**config.mk**
```make
export PLATFORM = sky130hd
export DESIGN_NAME = sm_uart_loader_flat
export DESIGN_NICKNAME = d
export VERILOG_FILES = /design/src/rtl/sm_uart_loader_pkg.sv /design/src/rtl/sm_uart_loader_if.sv /design/src/rtl/sm_uart_loader_rx.sv /design/src/rtl/sm_uart_loader.sv /design/src/flat_wrapper.sv
export SDC_FILE = /design/constraint.sdc
export NUM_CORES = 1
export LEC_CHECK = 0
export CORE_ASPECT_RATIO = 1.2
export CORE_MARGIN = 5
export CORE_UTILIZATION = 56
export CTS_CLUSTER_DIAMETER = 30
export DETAILED_ROUTE_END_ITERATION = 10
export GPL_ROUTABILITY_DRIVEN = 0
export PLACE_DENSITY = 0.79
export SLEW_MARGIN = 10
export SYNTH_ARGS = -nofsm -noshare
export SYNTH_HDL_FRONTEND = slang
export SYNTH_SLANG_ARGS = --single-unit
export TNS_END_PERCENT = 10
```
**constraint.sdc**
```tcl
create_clock -name i_clk -period 2.65 [get_ports i_clk]
set_clock_uncertainty 0.15 [all_clocks]
set_input_delay 0.795 -clock i_clk [delete_from_list [all_inputs] [get_ports i_clk]]
set_output_delay 0.795 -clock i_clk [all_outputs]
set_load 0.02 [all_outputs]
```
**src/rtl/sm_uart_loader_pkg.sv**
```systemverilog
// Shared types and defaults for the UART program loader.
package sm_uart_loader_pkg;

    typedef enum logic [1:0] {
        ST_IDLE  = 2'd0,
        ST_START = 2'd1,
        ST_DATA  = 2'd2,
        ST_STOP  = 2'd3
    } rx_state_t;

    localparam int DEF_CLKS_PER_BIT = 10417;
    localparam int DEF_ADDR_W       = 6;

    // Little-endian byte lane insert.
    function automatic logic [31:0] put_byte(input logic [31:0] word,
                                             input logic [1:0]  idx,
                                             input logic [7:0]  b);
        logic [31:0] w;
        w = word;
        w[{idx, 3'b000} +: 8] = b;
        return w;
    endfunction

endpackage

```
**src/rtl/sm_uart_loader_if.sv**
```systemverilog
// Instruction ROM write port driven by the loader.
interface sm_uart_loader_if
    import sm_uart_loader_pkg::*;
#(
    parameter int ADDR_W = DEF_ADDR_W
) ();

    logic              we;
    logic [ADDR_W-1:0] addr;
    logic [31:0]       wdata;

    modport master (output we, output addr, output wdata);
    modport slave  (input  we, input  addr, input  wdata);

endinterface

```
**src/rtl/sm_uart_loader_rx.sv**
```systemverilog
// 8N1 receiver: input synchronizer, RX FSM and bit-period down-counter.
// States: IDLE wait for start edge | START mid-start check | DATA shift 8 bits | STOP check stop bit
module sm_uart_loader_rx
    import sm_uart_loader_pkg::*;
#(
    parameter int CLKS_PER_BIT = DEF_CLKS_PER_BIT
) (
    input  logic       i_clk,
    input  logic       i_rst,
    input  logic       i_en,
    input  logic       i_uart,
    output logic       o_byte_valid,
    output logic [7:0] o_byte_data,
    output logic       o_frame_err_pulse,
    output logic       o_active
);

    localparam int CNT_W = $clog2(CLKS_PER_BIT);
    localparam logic [CNT_W-1:0] HALF_LOAD = CNT_W'(CLKS_PER_BIT / 2 - 1);
    localparam logic [CNT_W-1:0] FULL_LOAD = CNT_W'(CLKS_PER_BIT - 1);

    logic             r_sync1;
    logic             r_sync2;
    logic             r_sync_d;
    rx_state_t        r_state;
    logic [CNT_W-1:0] r_cnt;
    logic [2:0]       r_bit;
    logic [7:0]       r_shift;

    rx_state_t        w_state_nxt;
    logic [CNT_W-1:0] w_cnt_nxt;
    logic [2:0]       w_bit_nxt;
    logic [7:0]       w_shift_nxt;
    logic             w_byte_valid;
    logic             w_frame_err;
    logic             w_fall;
    logic             w_tc;

    assign w_fall = r_sync_d & ~r_sync2;
    assign w_tc   = (r_cnt == '0);

    always_ff @(posedge i_clk) begin
        if (i_rst) begin
            r_sync1  <= 1'b1;
            r_sync2  <= 1'b1;
            r_sync_d <= 1'b1;
            r_state  <= ST_IDLE;
            r_cnt    <= '0;
            r_bit    <= '0;
            r_shift  <= '0;
        end else begin
            r_sync1  <= i_uart;
            r_sync2  <= r_sync1;
            r_sync_d <= r_sync2;
            r_state  <= w_state_nxt;
            r_cnt    <= w_cnt_nxt;
            r_bit    <= w_bit_nxt;
            r_shift  <= w_shift_nxt;
        end
    end

    always_comb begin
        w_state_nxt  = r_state;
        w_cnt_nxt    = r_cnt;
        w_bit_nxt    = r_bit;
        w_shift_nxt  = r_shift;
        w_byte_valid = 1'b0;
        w_frame_err  = 1'b0;

        case (r_state)
            ST_IDLE: begin
                if (w_fall) begin
                    w_state_nxt = ST_START;
                    w_cnt_nxt   = HALF_LOAD;
                end
            end
            ST_START: begin
                if (!w_tc) begin
                    w_cnt_nxt = r_cnt - CNT_W'(1);
                end else if (!r_sync2) begin
                    w_state_nxt = ST_DATA;
                    w_cnt_nxt   = FULL_LOAD;
                    w_bit_nxt   = '0;
                end else begin
                    w_state_nxt = ST_IDLE;
                end
            end
            ST_DATA: begin
                if (!w_tc) begin
                    w_cnt_nxt = r_cnt - CNT_W'(1);
                end else begin
                    w_shift_nxt = {r_sync2, r_shift[7:1]};
                    w_cnt_nxt   = FULL_LOAD;
                    if (r_bit == 3'd7) begin
                        w_state_nxt = ST_STOP;
                        w_bit_nxt   = '0;
                    end else begin
                        w_bit_nxt = r_bit + 3'd1;
                    end
                end
            end
            ST_STOP: begin
                if (!w_tc) begin
                    w_cnt_nxt = r_cnt - CNT_W'(1);
                end else begin
                    w_state_nxt  = ST_IDLE;
                    w_byte_valid = r_sync2;
                    w_frame_err  = ~r_sync2;
                end
            end
            default: w_state_nxt = ST_IDLE;
        endcase

        // Disabling the loader drops any frame in flight.
        if (!i_en) begin
            w_state_nxt  = ST_IDLE;
            w_cnt_nxt    = '0;
            w_bit_nxt    = '0;
            w_byte_valid = 1'b0;
            w_frame_err  = 1'b0;
        end
    end

    assign o_byte_valid      = w_byte_valid;
    assign o_byte_data       = r_shift;
    assign o_frame_err_pulse = w_frame_err;
    assign o_active          = (r_state != ST_IDLE);

endmodule

```
**src/rtl/sm_uart_loader.sv**
```systemverilog
// UART program loader: assembles received bytes little-endian into 32-bit
// words and writes them to consecutive instruction ROM addresses.
module sm_uart_loader
    import sm_uart_loader_pkg::*;
#(
    parameter int CLKS_PER_BIT = DEF_CLKS_PER_BIT,
    parameter int ADDR_W       = DEF_ADDR_W
) (
    input  logic              i_clk,
    input  logic              i_rst,
    input  logic              i_uart_on,
    input  logic              i_uart,
    sm_uart_loader_if.master  o_rom,
    output logic              o_busy,
    output logic              o_frame_err
);

    logic              w_byte_valid;
    logic [7:0]        w_byte_data;
    logic              w_ferr_pulse;
    logic              w_rx_active;
    logic              w_on_rise;

    logic              r_on_d;
    logic [1:0]        r_bi;
    logic [31:0]       r_word;
    logic              r_we;
    logic [ADDR_W-1:0] r_addr;
    logic [31:0]       r_wdata;
    logic              r_frame_err;

    sm_uart_loader_rx #(
        .CLKS_PER_BIT (CLKS_PER_BIT)
    ) u_rx (
        .i_clk             (i_clk),
        .i_rst             (i_rst),
        .i_en              (i_uart_on),
        .i_uart            (i_uart),
        .o_byte_valid      (w_byte_valid),
        .o_byte_data       (w_byte_data),
        .o_frame_err_pulse (w_ferr_pulse),
        .o_active          (w_rx_active)
    );

    assign w_on_rise = i_uart_on & ~r_on_d;

    always_ff @(posedge i_clk) begin
        if (i_rst) begin
            r_on_d      <= 1'b0;
            r_bi        <= '0;
            r_word      <= '0;
            r_we        <= 1'b0;
            r_addr      <= '0;
            r_wdata     <= '0;
            r_frame_err <= 1'b0;
        end else begin
            r_on_d <= i_uart_on;
            r_we   <= 1'b0;

            if (w_byte_valid) begin
                r_word <= put_byte(r_word, r_bi, w_byte_data);
                if (r_bi == 2'd3) begin
                    r_we    <= 1'b1;
                    r_wdata <= put_byte(r_word, 2'd3, w_byte_data);
                end else begin
                    r_bi <= r_bi + 2'd1;
                end
            end

            // bi stays at 3 through the strobe so busy covers the write cycle.
            if (r_we) begin
                r_addr <= r_addr + ADDR_W'(1);
                r_bi   <= '0;
            end

            if (!i_uart_on) begin
                r_bi   <= '0;
                r_word <= '0;
            end

            if (w_on_rise) begin
                r_addr      <= '0;
                r_frame_err <= 1'b0;
            end else if (w_ferr_pulse) begin
                r_frame_err <= 1'b1;
            end
        end
    end

    assign o_rom.we    = r_we;
    assign o_rom.addr  = r_addr;
    assign o_rom.wdata = r_wdata;
    assign o_busy      = w_rx_active | (r_bi != 2'd0);
    assign o_frame_err = r_frame_err;

endmodule
```
**src/flat_wrapper.sv**
```systemverilog
// flat-port wrapper written by rule: the top's interface ports become plain ports
module sm_uart_loader_flat import sm_uart_loader_pkg::*;
#(
    parameter int CLKS_PER_BIT = DEF_CLKS_PER_BIT,
    parameter int ADDR_W       = DEF_ADDR_W
)
  (i_clk, i_rst, i_uart_on, i_uart, o_busy, o_frame_err, o_rom_we, o_rom_addr, o_rom_wdata);
  sm_uart_loader_if #(.ADDR_W(ADDR_W)) o_rom_i ();
  input  logic i_clk;
  input  logic i_rst;
  input  logic i_uart_on;
  input  logic i_uart;
  output logic o_busy;
  output logic o_frame_err;
  output wire logic [$bits(o_rom_i.we)-1:0] o_rom_we;
  output wire logic [$bits(o_rom_i.addr)-1:0] o_rom_addr;
  output wire logic [$bits(o_rom_i.wdata)-1:0] o_rom_wdata;
  assign o_rom_we = o_rom_i.we;
  assign o_rom_addr = o_rom_i.addr;
  assign o_rom_wdata = o_rom_i.wdata;
  sm_uart_loader #(.CLKS_PER_BIT(CLKS_PER_BIT), .ADDR_W(ADDR_W)) u_core (.i_clk(i_clk), .i_rst(i_rst), .i_uart_on(i_uart_on), .i_uart(i_uart), .o_rom(o_rom_i), .o_busy(o_busy), .o_frame_err(o_frame_err));
endmodule
```
==> results.md, run 1 <==
Outcome:
- The flow ran to the end, and the final reports show no timing, DRC or antenna violations.

Global route:
- In this run the most used layer during global routing was met2.
- The via count of the first global-routing pass is 3466.
- Summed over all layers, the global routing overflow is 0.
- The initial antenna violation count is 0.
- Global routing used 35.1% of the available met2 tracks.
- In the global route stage, met3 resource usage came out at 4.65%.
- The first global-routing pass estimated 16300 microns of wire.
- Global routing used 21.5% of the available tracks.
- The largest net degree at the start of global routing is 46.
- The met1 routing resource usage after global routing is 27.8%.

Placement:
- The number of buffers inserted by port buffering is 44.
- The number of cells after detailed placement is 633.
- Detailed placement finished with a half-perimeter wire length of 6580 microns.
- At the placement stage, the worst setup path has a slack of 0.0580 ns.

Synthesis:
- In this run, synthesis produced a sequential element count of 97.
- Counting distinct cell types in the post-synthesis netlist gives 52.
- The number of nets handed over by synthesis was 526.
- Yosys mapped a number of flops with a built-in enable equal to 0.
- The Yosys step of the flow raised 0 warnings.
- The area of the mapped netlist is 0.00419 sq mm.
- The synthesized area divided by synthesized cell count is 8.27 sq um.
- After synthesis, the share of flip-flops with an asynchronous set or reset is 0%.
- Synthesis produced a netlist whose cell count is 507.
- The share of the yosys chip area belonging to registers is 46.3%.
- In the synthesized netlist the dominant register cell turns out to be sky130_fd_sc_hd__dfxtp_1.

Critical path:
- The worst-path maximum fanout is 6.
- The endpoint class of the critical path is an output pin.
- The critical path goes through inv_1 > ha_1 > nand2_1 > dlygate4sd2_1.
- Data arrives at the worst endpoint at 1.54 ns.
- The longest individual stage delay on the worst path is 0.38 ns.
- The cell with the largest stage delay on the worst path is sky130_fd_sc_hd__dfxtp_1.
- STA classifies the critical path startpoint as a flop.
- STA puts the critical path data required time at 1.71 ns.
- The setup path with the least slack is of type reg -> out.

STA:
- The number of endpoints with negative hold slack in the final report is 0.
- Timing would allow up to 403 MHz.
- The worst path needs 2.48 ns of the cycle, external delays included.
- The final critical-path share of the clock period is 93.7%.
- In this run the tightest slew margin relative to its limit is 62.4%.
- After routing, the total negative slack on setup checks comes to 0 ns.
- The final-report setup violation count is 0.
- The tightest hold path in the finished design has a slack of 0.267 ns.
- Setup repair after global routing left no endpoint under its margin.
- The least setup slack across all paths after layout is 0.168 ns.
- The transition time at the pin with the least slew margin is 0.560 ns.
- The total count of max-transition violations in the final report came to 0.

Detailed routing:
- The first detailed-routing pass ran for 4 iterations.
- The routed length per instance is 14.7 microns.
- The count of antenna-violating nets left after detailed routing is 0.
- For this block, the routed nets add up to 9520 microns of wire.
- After detailed routing, the number of vias per cell comes to 5.79.
- The total DRC errors in the routed layout is 0.
- The initial DRC count is 205.
- The via count of the routed design is 3755.

Floorplan:
- The floorplan step defined a die boundary enclosing 0.00933 sq mm.
- During I/O placement, the number of pins put on the boundary was 45.
- The core box area is 0.00727 sq mm.
- For this configuration, the core starts out at a cell density of 57.7%.
- From bottom edge to top edge, the die measures 105 microns.
- In this run the horizontal extent of the chip is 89 microns.
- The standard-cell row count is 34.

Layout:
- Leaving out fill and tap cells, the most frequent cells in the layout are 108 x sky130_fd_sc_hd__nand2_1, 97 x sky130_fd_sc_hd__dfxtp_1, 68 x sky130_fd_sc_hd__a21oi_1.
- The number of antenna diodes is 0.
- After the last flow step, the layout net total stands at 573.
- The number of standard cells in the layout, taps in and fillers out is 649.
- The most common cell after layout, fill and taps aside is sky130_fd_sc_hd__nand2_1.
- Cells with a size suffix above 1 make up 8.41% of the layout.
- Compared with the post-synthesis result, the final layout area differs by 19.5%.
- The filler cells instantiated in the layout total 594.

Pwr:
- The maximum ir drop on the vdd rail is 0.331 mV.
- For this design the static power due to leakage is 0.00174 uW.
- The power density of the placed cells is 556 mW/mm^2.

CTS:
- The clock latency reported for the late side of the worst-skew pair is 0.37 ns.
- After clock tree synthesis, the clock-pin slew on the worst setup and hold paths is 0.10 ns.
- The CTS buffer count is 9.
- The number of clock sinks is 97.
- The CTS tree is yes.
- The cell at the root of the clock tree is sky130_fd_sc_hd__clkbuf_8.
- The H-tree was split into 3 levels.
- The number of buffers on the longest clock path is 2.

Run:
- The count of max-cap constraint violations is 0.

Worst hold path:
- The class of the tightest hold or removal check is reg -> reg.
## through the flow
| step | total power [uW] | util [%] | area, sq um |
|---|---|---|---|
| 2_1_floorplan | 1660 | - | 4190 |
| 3_3_place_gp | 1720 | 65.8 | 4790 |
| 3_5_place_dp | 1720 | 65.8 | 4790 |
| 4_1_cts | 2800 | 68.9 | 5010 |
| 5_1_grt | 2880 | 68.9 | 5010 |
| 6_report | 2790 | 68.9 | 5010 |
## registers in the layout, indices dropped and copies added, names as in the netlist, 2 cells and up, named ones only
register and cells:
u_core.o_rom.addr 6, u_core.o_rom.wdata 32, u_core.u_rx.r_bit 3, u_core.u_rx.r_cnt 14
u_core.r_word 24, u_core.u_rx.o_byte_data 8, u_core.r_bi 2
## metal layers
metal,vias up,share of wire [%]
li1,1861,-
met1,1767,43
met2,111,50
met3,16,5.7
met4,0,1.6
met5,-,0
## final timing paths
kind | start | endpoint | slack (ns) | cells after the start
worst min register to register | u_core.u_rx.r_sync1$_SDFF_PP1_ | u_core.u_rx.r_sync2$_SDFF_PP1_ | 0.27 | 1
worst max-delay path | u_core.u_rx.r_state[0]$_SDFFE_PP0P_ | o_busy | 0.17 | 4
worst min-delay path | u_core.u_rx.r_sync1$_SDFF_PP1_ | u_core.u_rx.r_sync2$_SDFF_PP1_ | 0.27 | 1
worst max register to register | u_core.u_rx.r_cnt[0]$_SDFFE_PP0P_ | u_core.u_rx.o_byte_data[2]$_SDFFE_PP0P_ | 0.26 | 9
## kinds of logic after synthesis
kind of cell	share of synthesized area, %
xor gates and xnor gates	1.25
buffers and inverters	4.65
DFF	46.3
muxes	0.716
adders and majority gates	4.47
AOI/OAI and AO/OA	17.3
and+or+nand+nor	25.3
## synth_stat cells (4+ instances only)
master	n	area, sq um
sky130_fd_sc_hd__o21ai_0	11	55.1
sky130_fd_sc_hd__nand3_1	40	200
sky130_fd_sc_hd__xor2_1	4	35.0
sky130_fd_sc_hd__o21ai_1	18	90.1
sky130_fd_sc_hd__and3_1	4	25.0
sky130_fd_sc_hd__o221a_1	4	45.0
sky130_fd_sc_hd__dfxtp_1	97	1940
sky130_fd_sc_hd__ha_1	15	188
sky130_fd_sc_hd__nor3_1	10	50.1
sky130_fd_sc_hd__or3_1	4	25.0
sky130_fd_sc_hd__a21oi_1	68	340
sky130_fd_sc_hd__nand2_1	108	405
sky130_fd_sc_hd__buf_4	4	30.0
sky130_fd_sc_hd__nor4b_1	5	43.8
sky130_fd_sc_hd__clkbuf_1	21	78.8
sky130_fd_sc_hd__a21o_1	4	30.0
sky130_fd_sc_hd__a31oi_1	4	25.0
sky130_fd_sc_hd__nor3b_1	5	37.5
sky130_fd_sc_hd__inv_1	9	33.8
sky130_fd_sc_hd__nor2_1	20	75.1
## power breakdown
part / internal, uW / switching (uW)
Combinational: 83.5 / 133
Sequential: 1470 / 10.8
Clock: 543 / 552
## layout make-up
class | count | area (sq um) | share of cell area (%)
clock buffers | 9 | 124 | 2.47
clock inverters | 7 | 101 | 2.02
inverters | 10 | 37.5 | 0.749
multi-input cells | 369 | 2060 | 41.0
flip-flops and latches | 97 | 1940 | 38.8
well taps | 90 | 113 | 2.25
repair buffers | 67 | 637 | 12.7
## repair_timing
| item | in CTS | in global routing |
|---|---|---|
| setup endpoints to repair | 1 | 0 |
| hold buffers | 0 | 0 |
| buffers inserted | 0 | 0 |
| resized for setup | 1 | 0 |
## critical path: cells and delay by family, from the launching register on
kind / cells / cell delay [ns]
buffers and inverters: 2 / 0.45
DFF: 1 / 0.38
adders and majority gates: 1 / 0.23
and+or+nand+nor: 1 / 0.11
Power figures use the tool's default switching activity.
==> run 2: changes to the inputs <==
--- a/config.mk
+++ b/config.mk
@@ -7,11 +7,11 @@
 export LEC_CHECK = 0
 export CORE_ASPECT_RATIO = 1.2
 export CORE_MARGIN = 5
-export CORE_UTILIZATION = 56
+export CORE_UTILIZATION = 60
 export CTS_CLUSTER_DIAMETER = 30
 export DETAILED_ROUTE_END_ITERATION = 10
 export GPL_ROUTABILITY_DRIVEN = 0
-export PLACE_DENSITY = 0.79
+export PLACE_DENSITY = 0.84
 export SLEW_MARGIN = 10
 export SYNTH_ARGS = -nofsm -noshare
 export SYNTH_HDL_FRONTEND = slang
==> constraint.sdc (replaced) <==
create_clock -name i_clk -period 3.1 [get_ports i_clk]
set_clock_uncertainty 0.15 [all_clocks]
set_input_delay 0.93 -clock i_clk [delete_from_list [all_inputs] [get_ports i_clk]]
set_output_delay 0.93 -clock i_clk [all_outputs]
set_load 0.02 [all_outputs]
==> run 2 against run 1 <==
  * Final cell count fell by 2.3%
  * Via count rose by 0.16%
  * Global-route usage increased by 0.89 points
  * Core utilization is 2.5 points higher
  * Sequential power fell by 15%
  * First-iteration DRC count up 17%
  * Clock power is 29% lower
  * Combinational power is 20% lower
  * Flip-flop and latch count did not move
  * Worst hold slack improved by 0.0032 ns
==> results.md, run 2 (synthesis gave the netlist of run 1 again) <==
Detailed routing:
- The routed length per instance is 15.0 microns (+2.3%).
- The detail-routed via count per cell is 5.93 (+2.5%).
- The wire length after detailed routing came to 9520 microns (about the same).
- The initial DRC count was 240 (+17%).
- The total DRC errors in the routed layout is 0 (unchanged).
- The count of antenna-violating nets left after detailed routing is 0 (unchanged).
- The count of TritonRoute iterations in the first routing pass is 5 (+1).
- The via count of the routed design is 3761 (+0.16%).

Layout:
- The library cells used most frequently in the layout, excluding fill and tap cells, are 108 x sky130_fd_sc_hd__nand2_1, 96 x sky130_fd_sc_hd__dfxtp_1, 68 x sky130_fd_sc_hd__a21oi_1.
- The sequential cell area is 0.00194 sq mm (about the same).
- The relative area change from synthesis to final layout is 16.0%.
- The multi-input gate area in the final layout was 0.00206 sq mm (unchanged).
- The proportion of layout cells with a drive suffix above 1 is 6.58% (-1.8 points).
- Leaving out fill and tap cells, the most frequent cell in the layout is sky130_fd_sc_hd__nand2_1.
- The count of fill cells added during filler insertion is 542 (-8.8%).
- The flip-flop count of the largest register, all copies and words added is 32 (unchanged).
- The layout net count came to 561 (-2.1%).
- The number of antenna diodes is 0 (unchanged).

Critical path:
- The logic depth of the worst setup path including buffers is 4 (unchanged).
- Traced cell by cell, the critical path runs through inv_1 > ha_1 > nand2_1 > clkdlybuf4s50_1.
- The worst setup path is launched from a flop.
- The required time reported for the critical path endpoint is 2.02 ns (+0.31 ns).
- The data arrival time of the critical path was 1.86 ns (+0.32 ns).
- The worst setup path is of the reg -> out kind.
- The count of buffer and inverter cells on the critical path came to 2 (unchanged).
- The longest individual stage delay on the worst path is 0.61 ns (+0.23 ns).
- The worst-case reg-to-reg path depth is 7 (-2).
- The worst-path maximum fanout came to 6 (unchanged).
- The setup slack on the worst flop-to-flop path is 0.46 ns (+0.20 ns).
- The family with the most delay on the worst path is buffers and inverters.
- The worst setup path is captured at an output pin.
- For this design, the slowest cell found on the critical path is sky130_fd_sc_hd__clkdlybuf4s50_1.

Global route:
- The largest net degree at the start of global routing came to 46 (unchanged).
- The global-route wire length before repair is 15900 microns (-2.2%).
- The initial antenna violation count came to 0 (unchanged).
- The via count of the first global-routing pass came to 3529 (+1.8%).
- The sum of overflow across all layers after global routing came to 0 (unchanged).
- The aggregate global-route resource usage is 22.4% (+0.89 points).

Floorplan:
- The die area is 0.00877 sq mm (-6.0%).
- The effective utilization at floorplan is 61.6% (+3.9 points).
- The die width is 86.3 microns (-3.0%).
- The die extent in y was 102 microns (-3.1%).
- The core box area came to 0.00681 sq mm (-6.3%).
- The standard-cell row count came to 33 (-2.9%).
- The I/O pin count was 45 (unchanged).

CTS:
- TritonCTS built the clock tree.
- The CTS buffer count is 9 (unchanged).
- Clock tree synthesis selected as its root buffer the cell sky130_fd_sc_hd__clkbuf_8.
- The number of instances resized during post-cts repair was 0 (-1).
- The clock latency reported for the late side of the worst-skew pair was 0.37 ns (about the same).
- The total of hold buffers inserted after clock tree synthesis was 0 (unchanged).
- The number of clock sinks is 97 (unchanged).
- The maximum level of the CTS H-tree was 3 (unchanged).
- The clock edge transition at the registers on the reported setup and hold paths was 0.09 ns (about the same).
- The number of buffers on the longest clock path is 2 (unchanged).
- The post-CTS setup repair buffer count came to 0 (unchanged).

STA:
- The transition time at the pin with the least slew margin is 0.803 ns (+0.243 ns).
- The worst slew margin relative to its limit is 46.4% (-16 points).
- The number of endpoints with negative hold slack in the final report is 0 (unchanged).
- The final sum of negative setup slack was 0 ns (unchanged).
- The total count of max-transition violations in the final report was 0 (unchanged).
- Setup repair after global routing left no endpoint under its margin.
- Static timing analysis puts the maximum clock frequency at 341 MHz.
- The shortest clock period the worst path allows after layout is 2.94 ns.
- The final critical-path share of the clock period is 94.7%.
- The minimum hold slack is 0.270 ns (+0.00318 ns).
- The final-report setup violation count is 0 (unchanged).
- The least setup slack across all paths after layout is 0.164 ns (-0.00354 ns).

Placement:
- The post-placement setup slack is 0.244 ns (+0.186 ns).
- The number of buffers inserted by port buffering is 44 (unchanged).
- The placed wire-length estimate after detailed placement came to 6690 microns (+1.7%).

Pwr:
- The maximum ir drop on the vdd rail is 0.285 mV (-14%).
- The reported leakage power was 0.00165 uW (-5.4%).
- The power density of the placed cells is 455 mW/mm^2 (-18%).
- The total power is 2210 uW (-21%).

Run:
- The count of max-cap constraint violations is 0 (unchanged).

Worst hold path:
- The class of the tightest hold or removal check is reg -> reg.
- The instance count along the most critical hold path is 1 (unchanged).

Outcome:
- The flow ran to the end, and the final reports show no timing, DRC or antenna violations.
run 2: cell types whose count changed in the layout (fill, tap and decap cells not counted), sizes merged:
cell,before,now
clkdlybuf4s50,43,44
buf,23,11
bufinv,2,0
clkinvlp,1,3
dlygate4sd2,1,0
run 2: routing by layer:
metal / GRT usage (%) / share of wire (%) / up-vias / routed length (microns)
li1: - / - / 1844 / -
met5: 0 / 0 / - / 0
met2: 38.1 / 51 / 153 / 4820
met3: 4.48 / 6.3 / 25 / 602
met1: 27.0 / 41 / 1739 / 3870
met4: 10.6 / 2.3 / 0 / 218
run 2: final cells by class:
| cell class | instances | share of cell area [%] |
|---|---|---|
| clock buffers | 9 | 2.55 |
| inverters | 10 | 0.771 |
| clock inverters | 7 | 1.23 |
| multi-input cells | 369 | 42.3 |
| flip-flops and latches | 97 | 39.9 |
| well taps | 87 | 2.24 |
| repair buffers | 55 | 11.0 |
run 2: worst paths after layout:
path	start	to
worst min-delay path	u_core.u_rx.r_sync1$_SDFF_PP1_	u_core.u_rx.r_sync2$_SDFF_PP1_
worst max-delay path	u_core.r_bi[0]$_SDFFE_PP0P_	o_busy
worst max register to register	u_core.u_rx.r_cnt[0]$_SDFFE_PP0P_	u_core.u_rx.r_cnt[3]$_SDFFE_PP0P_
worst min register to register	u_core.u_rx.r_sync1$_SDFF_PP1_	u_core.u_rx.r_sync2$_SDFF_PP1_
run 2: through the flow:
step / instances / util (%) / area [sq um]
CTS: 634 / 71.4 / 4860
global route: 634 / 71.4 / 4870
floorplan: 507 / - / 4190
global placement: 618 / 68.7 / 4680
finish: 634 / 71.4 / 4870
detailed placement: 618 / 68.7 / 4680
run 2: where the power goes:
part / total (uW) / switching, uW / internal (uW)
combinational: 174 / 116 / 57.7
sequential: 1260 / 9.33 / 1250
clock: 776 / 472 / 304
